[src/rtl/mapred_job_ctrl_if.sv]
// Bundle of job, upstream, mapper and result signals for mapred_job_ctrl.
// Optional macro MAPRED_OVERFLOW_EN adds the o_overflow status bit.
//
// Handshake rule for every valid/ready pair here: a word or result moves
// on a rising edge where valid and ready are both high. A source that
// raises valid holds its data stable until that edge. Ready may depend
// combinationally on the state of the sink but never on valid.
interface mapred_job_ctrl_if #(
    parameter int NUM_MAPPERS = 4
);
    logic                      i_start;
    logic [31:0]               i_job_len;
    logic                      o_busy;
    logic [31:0]               i_data;
    logic                      i_data_valid;
    logic                      o_data_ready;
    logic [31:0]               o_map_data;
    logic [NUM_MAPPERS-1:0]    o_map_valid;
    logic [NUM_MAPPERS-1:0]    i_map_ready;
    logic                      o_map_clear;
    logic [NUM_MAPPERS*32-1:0] i_map_count;
    logic [31:0]               o_result;
    logic                      o_result_valid;
    logic                      i_result_ready;
    logic                      o_done;
    logic [2:0]                o_state;
`ifdef MAPRED_OVERFLOW_EN
    logic                      o_overflow;
`endif

    modport slave (
        input  i_start, i_job_len, i_data, i_data_valid, i_map_ready,
               i_map_count, i_result_ready,
        output o_busy, o_data_ready, o_map_data, o_map_valid, o_map_clear,
               o_result, o_result_valid, o_done, o_state
`ifdef MAPRED_OVERFLOW_EN
        , output o_overflow
`endif
    );

    modport master (
        output i_start, i_job_len, i_data, i_data_valid, i_map_ready,
               i_map_count, i_result_ready,
        input  o_busy, o_data_ready, o_map_data, o_map_valid, o_map_clear,
               o_result, o_result_valid, o_done, o_state
`ifdef MAPRED_OVERFLOW_EN
        , input o_overflow
`endif
    );
endinterface

[src/rtl/mapred_job_ctrl.sv]
// Map-reduce job controller: clears the mappers, deals a job of words
// round-robin across them, waits for their pipelines to drain, then sums
// the per-mapper counts one per cycle and offers the total on a
// valid/ready result port.
// Optional macro MAPRED_OVERFLOW_EN adds a sticky carry-out flag.
module mapred_job_ctrl #(
    parameter int NUM_MAPPERS = 4,
    parameter int MAP_LATENCY = 2
) (
    input  logic              i_clk,
    input  logic              i_rst,
    mapred_job_ctrl_if.slave  bus
);
    localparam int PTR_W = (NUM_MAPPERS > 1) ? $clog2(NUM_MAPPERS) : 1;
    localparam logic [PTR_W-1:0] LAST_IDX   = PTR_W'(NUM_MAPPERS - 1);
    localparam logic [31:0]      DRAIN_LAST = 32'(MAP_LATENCY - 1);

    typedef enum logic [2:0] {
        S_IDLE     = 3'd0,
        S_CLEAR    = 3'd1,
        S_DISPATCH = 3'd2,
        S_DRAIN    = 3'd3,
        S_REDUCE   = 3'd4,
        S_RESULT   = 3'd5
    } state_t;

    state_t                 state;
    state_t                 state_next;
    logic [31:0]            remaining;
    logic [PTR_W-1:0]       rr_ptr;
    logic [PTR_W-1:0]       idx;
    logic [31:0]            drain_cnt;
    logic [31:0]            acc;
    logic [31:0]            count_sel;
    logic [31:0]            sum;
    logic [NUM_MAPPERS-1:0] map_valid_c;
    logic                   data_ready_c;
    logic                   xfer;
`ifdef MAPRED_OVERFLOW_EN
    logic                   carry;
    logic                   ovf;
`endif

    // Upstream/mapper steering and the reduction adder (combinational).
    always_comb begin
        map_valid_c  = '0;
        data_ready_c = 1'b0;
        if (state == S_DISPATCH) begin
            data_ready_c        = bus.i_map_ready[rr_ptr];
            map_valid_c[rr_ptr] = bus.i_data_valid;
        end
        xfer      = data_ready_c & bus.i_data_valid;
        count_sel = bus.i_map_count[{idx, 5'b0} +: 32];
`ifdef MAPRED_OVERFLOW_EN
        {carry, sum} = {1'b0, acc} + {1'b0, count_sel};
`else
        sum = acc + count_sel;
`endif
    end

    assign bus.o_data_ready = data_ready_c;
    assign bus.o_map_valid  = map_valid_c;
    assign bus.o_map_data   = bus.i_data;
    assign bus.o_state      = state;
`ifdef MAPRED_OVERFLOW_EN
    assign bus.o_overflow   = ovf;
`endif

    // State register.
    always_ff @(posedge i_clk) begin
        if (i_rst) state <= S_IDLE;
        else       state <= state_next;
    end

    // Next-state decode for the job sequence.
    always_comb begin
        state_next = state;
        case (state)
            S_IDLE:     if (bus.i_start) state_next = S_CLEAR;
            S_CLEAR:    state_next = (remaining != 32'd0) ? S_DISPATCH : S_DRAIN;
            S_DISPATCH: if (xfer && remaining == 32'd1) state_next = S_DRAIN;
            S_DRAIN:    if (drain_cnt == DRAIN_LAST) state_next = S_REDUCE;
            S_REDUCE:   if (idx == LAST_IDX) state_next = S_RESULT;
            S_RESULT:   if (bus.i_result_ready) state_next = S_IDLE;
            default:    state_next = S_IDLE;
        endcase
    end

    // Job counters, accumulator and registered outputs.
    always_ff @(posedge i_clk) begin
        if (i_rst) begin
            remaining          <= '0;
            rr_ptr             <= '0;
            idx                <= '0;
            drain_cnt          <= '0;
            acc                <= '0;
            bus.o_busy         <= 1'b0;
            bus.o_map_clear    <= 1'b0;
            bus.o_result       <= '0;
            bus.o_result_valid <= 1'b0;
            bus.o_done         <= 1'b0;
`ifdef MAPRED_OVERFLOW_EN
            ovf                <= 1'b0;
`endif
        end else begin
            case (state)
                S_IDLE: begin
                    if (bus.i_start) remaining <= bus.i_job_len;
                end
                S_CLEAR: begin
                    rr_ptr    <= '0;
                    acc       <= '0;
                    drain_cnt <= '0;
`ifdef MAPRED_OVERFLOW_EN
                    ovf       <= 1'b0;
`endif
                end
                S_DISPATCH: begin
                    if (xfer) begin
                        remaining <= remaining - 32'd1;
                        rr_ptr    <= (rr_ptr == LAST_IDX) ? '0 : rr_ptr + 1'b1;
                    end
                end
                S_DRAIN: begin
                    drain_cnt <= (drain_cnt == DRAIN_LAST) ? 32'd0 : drain_cnt + 32'd1;
                    idx       <= '0;
                end
                S_REDUCE: begin
                    acc <= sum;
                    idx <= (idx == LAST_IDX) ? '0 : idx + 1'b1;
`ifdef MAPRED_OVERFLOW_EN
                    if (carry) ovf <= 1'b1;
`endif
                end
                default: ;
            endcase

            // Outputs are registered against the state being entered so
            // they line up with that state's cycle.
            bus.o_busy         <= (state_next != S_IDLE);
            bus.o_map_clear    <= (state_next == S_CLEAR);
            bus.o_result_valid <= (state_next == S_RESULT);
            if (state_next == S_RESULT)
                bus.o_result <= (state == S_REDUCE) ? sum : acc;
            else
                bus.o_result <= '0;
            bus.o_done <= (state == S_RESULT) && bus.i_result_ready;
        end
    end
endmodule

[src/flat_wrapper.sv]
// flat-port wrapper written by rule: the top's interface ports become plain ports
module mapred_job_ctrl_flat 
#(
    parameter int NUM_MAPPERS = 4,
    parameter int MAP_LATENCY = 2
)
  (i_clk, i_rst, bus_i_start, bus_i_job_len, bus_i_data, bus_i_data_valid, bus_i_map_ready, bus_i_map_count, bus_i_result_ready, bus_o_busy, bus_o_data_ready, bus_o_map_data, bus_o_map_valid, bus_o_map_clear, bus_o_result, bus_o_result_valid, bus_o_done, bus_o_state);
  mapred_job_ctrl_if #(.NUM_MAPPERS(NUM_MAPPERS)) bus_i ();
  input  logic i_clk;
  input  logic i_rst;
  input wire logic [$bits(bus_i.i_start)-1:0] bus_i_start;
  input wire logic [$bits(bus_i.i_job_len)-1:0] bus_i_job_len;
  input wire logic [$bits(bus_i.i_data)-1:0] bus_i_data;
  input wire logic [$bits(bus_i.i_data_valid)-1:0] bus_i_data_valid;
  input wire logic [$bits(bus_i.i_map_ready)-1:0] bus_i_map_ready;
  input wire logic [$bits(bus_i.i_map_count)-1:0] bus_i_map_count;
  input wire logic [$bits(bus_i.i_result_ready)-1:0] bus_i_result_ready;
  output wire logic [$bits(bus_i.o_busy)-1:0] bus_o_busy;
  output wire logic [$bits(bus_i.o_data_ready)-1:0] bus_o_data_ready;
  output wire logic [$bits(bus_i.o_map_data)-1:0] bus_o_map_data;
  output wire logic [$bits(bus_i.o_map_valid)-1:0] bus_o_map_valid;
  output wire logic [$bits(bus_i.o_map_clear)-1:0] bus_o_map_clear;
  output wire logic [$bits(bus_i.o_result)-1:0] bus_o_result;
  output wire logic [$bits(bus_i.o_result_valid)-1:0] bus_o_result_valid;
  output wire logic [$bits(bus_i.o_done)-1:0] bus_o_done;
  output wire logic [$bits(bus_i.o_state)-1:0] bus_o_state;
  assign bus_i.i_start = bus_i_start;
  assign bus_i.i_job_len = bus_i_job_len;
  assign bus_i.i_data = bus_i_data;
  assign bus_i.i_data_valid = bus_i_data_valid;
  assign bus_i.i_map_ready = bus_i_map_ready;
  assign bus_i.i_map_count = bus_i_map_count;
  assign bus_i.i_result_ready = bus_i_result_ready;
  assign bus_o_busy = bus_i.o_busy;
  assign bus_o_data_ready = bus_i.o_data_ready;
  assign bus_o_map_data = bus_i.o_map_data;
  assign bus_o_map_valid = bus_i.o_map_valid;
  assign bus_o_map_clear = bus_i.o_map_clear;
  assign bus_o_result = bus_i.o_result;
  assign bus_o_result_valid = bus_i.o_result_valid;
  assign bus_o_done = bus_i.o_done;
  assign bus_o_state = bus_i.o_state;
  mapred_job_ctrl #(.NUM_MAPPERS(NUM_MAPPERS), .MAP_LATENCY(MAP_LATENCY)) u_core (.i_clk(i_clk), .i_rst(i_rst), .bus(bus_i));
endmodule
[config.mk]
export PLATFORM = sky130hd
export DESIGN_NAME = mapred_job_ctrl_flat
export DESIGN_NICKNAME = d
export VERILOG_FILES = /design/src/rtl/mapred_job_ctrl_if.sv /design/src/rtl/mapred_job_ctrl.sv /design/src/flat_wrapper.sv
export SDC_FILE = /design/constraint.sdc
export NUM_CORES = 1
export LEC_CHECK = 0
export ABC_AREA = 1
export CAP_MARGIN = 20
export CORE_MARGIN = 10
export CORE_UTILIZATION = 50
export DETAILED_ROUTE_END_ITERATION = 10
export PLACE_DENSITY = 0.82
export SYNTH_ARGS = -nofsm -noshare
export SYNTH_HDL_FRONTEND = slang
export SYNTH_SLANG_ARGS = --single-unit
[constraint.sdc]
create_clock -name i_clk -period 2.8 [get_ports i_clk]
set_clock_uncertainty 0.05 [all_clocks]
set_input_delay 0.84 -clock i_clk [delete_from_list [all_inputs] [get_ports i_clk]]
set_output_delay 0.84 -clock i_clk [all_outputs]
set_load 0.02 [all_outputs]
Word level (Yosys, flattened, before mapping)
Index checks and enable logic that the tools add are counted.

Add/subtract/negate cells: 5. $mul: 0. Div/mod/pow operators: 0. $lt $le $gt $ge: 2. Equal/unequal tests: 13. Shift operators: 1. Muxes and demuxes: 25. Bitwise logic cells: 3. Reductions and logical operators: 14.

Operators by type and width (number): $pmux W32 S2 (3); $mux W32 (4); $shiftx A128 B8 Y32 (1); $eq A32 B1 Y1 const B (2); $add A32 B1 Y32 const B (1); $add A32 B32 Y32 (1); $reduce_bool A32 Y1 (1); $sub A32 B1 Y32 const B (1); $pmux W3 S6 (1); $mux W3 (5); $reduce_bool A2 Y1 (5); $eq A3 B3 Y1 const B (3); $pmux W2 S2 (2); $eq A3 B1 Y1 const B (2); $eq A3 B2 Y1 const B (2); $mux W2 (3); $add A2 B1 Y2 const B (2); $and A4 B4 Y4 (1); $eq A2 B2 Y1 const B (2); $mux W1 (4); $mux W4 (1); $logic_and A1 B1 Y1 (3); $logic_not A3 Y1 (1); $lt A2 B3 Y1 const B (1); 11 further kinds (11).

Bits in registers: 139. Bits in latches: 0. Bits in writable memories: 0. ROM bits: 0. Input port bits: 201. Output and inout port bits: 76. Word-level logic and storage cells: 74. Memories kept: 0.

Depth between registers and ports, before layout
Gate-level depths: netlist (run 1).

Word-level depth: 10. Mapped depth: 16. Gate-level depth less buffers: 15.

Least setup slack after synthesis (run 1)
OpenSTA, ideal clock, no wires.

Kind: input to register. Start: input port bus_i_map_count[32]. End: register u_core.acc[28]. Library setup time: 70 ps. Arrival time: 2471 ps. Required time: 2680 ps. Setup slack: 208 ps. Cell stages on the path: 13. Cell sequence: o21ai_0 o22ai_1 ha_1 fa_1 nand3_1 nand3_1 nand3_1 nand3_1 nand2_1 nand2_1 nand2_1 nand3_1 a21oi_1.

Word-level cells in the longest chain between the ends: 3.

Ends and longest elaborated chain: start: declaration (RTL line flat_wrapper.sv:16) `input wire logic [$bits(bus_i.i_map_count)-1:0] bus_i_map_count;`; $shiftx A128 B8 Y32 (RTL line mapred_job_ctrl.sv:53) `count_sel = bus.i_map_count[{idx, 5'b0} +: 32];`; $add A32 B32 Y32 (RTL line mapred_job_ctrl.sv:57) `sum = acc + count_sel;`; $pmux W32 S2 (RTL line mapred_job_ctrl.sv:106) `case (state)`; end signal: assignment (RTL line mapred_job_ctrl.sv:129) `acc <= sum;`; end: declaration (RTL line mapred_job_ctrl.sv:33) `logic [31:0] acc;`.

Every way passes these cells. A chain may end at the register's enable or synchronous reset.

Final worst setup path (run 1)
Start: input port bus_i_map_count[72]. End: register u_core.acc[30].

The elaborated chain is that of the path after synthesis.

==> flow_metrics.tcl, run 1 <==
set metrics [dict create \
    min_period_ns 2.79 \
    cap_violations 0 \
    cts-root-buf "clkbuf_16" \
    hold_buffers 0 \
    grt_max_degree 72 \
    setup_tns_ns 0 \
    worst_slew_pin_slew_ns 0.749 \
    grt_pass1_vias 11202 \
    powerDensity_mw_per_mm2 412 \
    antenna-diode-count 0 \
    start_util_pct 50.8 \
    rsz0062_at_grt "true" \
    crit_arrival_ns 3.10 \
    portBuffers 212 \
    cts_buffers 17 \
    irDropWorstVdd_uv 453 \
    synth.cell_area_mm2 0.0103 \
    start_kind "primary input" \
    fill_cells 1779 \
    first_pass_iters 6 \
    synth.avg_cell_area_um2 5.91 \
    fp.dieW_um 163 \
    num_rows 52 \
    track_usage_pct 25.0 \
    clock-sinks 139 \
    die_h_um 163 \
    ff_latch_area_mm2 0.00278 \
    final_common_cell "nand2_1" \
    ys_async_sr_fraction_pct 0 \
    finalCritPeriodShare_pct 99.7 \
    wl_per_cell_um 15.7 \
    yosysUniqueCellTypes 44 \
    routabilityCongestion 0.952 \
    vias_per_cell 5.38 \
    dpl.hpwl_um 25800 \
    wirelength_um 35300 \
    antenna_found_initial 0 \
    dr.first_iter.drc_count 1049 \
    synth-seq-cells 139 \
    synth_edf_count 0 \
    drc_errors 0 \
    ant_nets 0 \
    finalSetupViolCount 0 \
    min_path_type "flop to flop" \
    worst_hold_slack_ns 0.441 \
    h-tree-depth 4 \
    synth_ff_type "dfxtp_1" \
    postSynthCellCount 1741 \
    core_area_mm2 0.0202 \
    multiInputGateArea_mm2 0.00656 \
    io_pins 277 \
    clk_path_buf_depth 2 \
    syn_nets 1984 \
    overflow 0 \
    leakage_nw 6.02 \
    fmax_mhz 358 \
    vias 12118 \
    crit_fanout 4 \
    slew_headroom_pct 50.0 \
    yosysWarnings 0 \
    syn_to_final_growth_pct 34.4 \
    dieArea_mm2 0.0267 \
    cp-end-kind "flop" \
    layout-drive-gt1-share_pct 12.1 \
    status "finished, final reports clean" \
    yosysSeqAreaShare_pct 27.1 \
    insertion_delay_ns 0.43 \
    clk_pin_slew_worst_paths_ns 0.06 \
    critical_path_class "primary input to flop" \
    finalHoldViolCount 0 \
    grt_pass1_wl_um 55000 \
    cp.required_ns 3.10 \
    cts_tree "built" \
    layout_common_cells "473 x nand2_1, 251 x nor2_1, 206 x clkdlybuf4s50_1" \
    maxSlewViolCount 0 \
    nNetsFinal 2214 \
]
through the flow:
stage,instances,utilization [%],area [um2],total power (W),setup WS [ns]
final,2253,68.3,13800,0.00569,0.00725
after global routing,2253,68.3,13800,0.00593,-0.0921
after global placement,2210,63.7,12900,0.00326,-0.413
after detailed placement,2210,63.7,12900,0.00328,-0.471
after CTS,2241,66.7,13500,0.00566,0.00481
after floorplan,1741,-,10300,0.00288,0.208
flip-flops by register name, summed over array words and instances (netlist names):
name / cells
u_core.bus.o_result: 32
u_core.rr_ptr: 2
u_core.bus.o_busy: 1
u_core.bus.o_result_valid: 1
u_core.idx: 2
u_core.acc: 32
u_core.drain_cnt: 32
u_core.remaining: 32
u_core.bus.o_state: 3
u_core.bus.o_done: 1
u_core.bus.o_map_clear: 1
cells by family (layout without fill, tap and decap cells):
group | Yosys count | after routing | synth area share [%]
AOI/OAI and AO/OA | 319 | 319 | 16.6
DFF | 139 | 139 | 27.1
and+or+nand+nor | 946 | 946 | 37.9
xor gates and xnor gates | 17 | 17 | 1.45
muxes | 1 | 1 | 0.0973
adders and majority gates | 42 | 42 | 5.18
buffers and inverters | 277 | 519 | 11.7
layout make-up:
cell class / count / share of cell area [%]
Multi-Input combinational cell: 1325 / 47.5
Timing Repair Buffer: 302 / 20.5
Sequential cell: 139 / 20.1
Inverter: 186 / 5.07
Clock buffer: 21 / 3.40
Tap cell: 270 / 2.44
Clock inverter: 10 / 1.01
synthesized netlist by cell type (all sizes together) (4+ instances only):
library cell	instances	share of area, %
nand2	504	19
nor2	277	11
inv	183	6.7
a21oi	144	7.0
dfxtp	139	27
o21ai	116	5.6
nand3	104	5.1
buf	58	3.7
ha	41	5.0
o22ai	34	2.1
clkbuf	33	1.2
nor3	20	1.1
nand4	15	0.91
or2	10	0.61
o211ai	9	0.66
xor2	9	0.77
xnor2	8	0.68
nand3b	7	0.51
a31oi	5	0.30
and2	4	0.24
metal layers:
metal  routed length [um]  share of wire [%]  track usage (%)
met1                14500                 41             29.7
met2                17300                 49             43.1
met3                 2590                7.3             5.24
met4                 1020                2.9             9.39
met5                    0                  0                0
worst max-delay path, stage by stage:
cell and delay, ns:
clkdlybuf4s50_1 0.45, o21ai_0 0.07, o22ai_1 0.21, ha_1 0.32, nand2_1 0.15, inv_1 0.06, nand2_1 0.07, nand2_1 0.10
a21oi_1 0.20, nand2_2 0.12, nand2_1 0.10, nand2_1 0.05, nand2_1 0.07, nand3_2 0.09, a21oi_1 0.18
where the power goes:
part	switching [W]	internal (W)	leakage, nW	total, W
clock network	0.000928	0.00147	0.292	0.00240
registers	0.0000697	0.00204	1.13	0.00211
logic	0.000653	0.000535	4.60	0.00119
timing repair:
item | CTS | global route
pin swaps | 0 | 27
setup endpoints to repair | 20 | 55
buffers inserted | 0 | 12
resized for setup | 13 | 109
hold endpoints to repair | 0 | 0
path summary, 6_finish.rpt:
check	end	slack, ns	depth (start not counted)	startpoint
max	u_core.acc[30]	0.007	15	bus_i_map_count[72]
min	u_core.acc[4]	0.44	2	u_core.acc[4]
max reg2reg	u_core.acc[30]	0.10	16	u_core.idx[0]
min reg2reg	u_core.acc[4]	0.44	2	u_core.acc[4]
Note: power is estimated with default switching activity, not from simulation.
==> run 2, diff against run 1 <==
HOLD_SLACK_MARGIN = 0.06   (was unset)
==> results of run 2 <==
The final DEF is identical to that of run 1; final timing and power are the same.
==> run 3, diff against run 2 <==
SLEW_MARGIN = 30   (was unset)
==> results of run 3 <==
The final DEF is identical to that of run 1; final timing and power are the same.
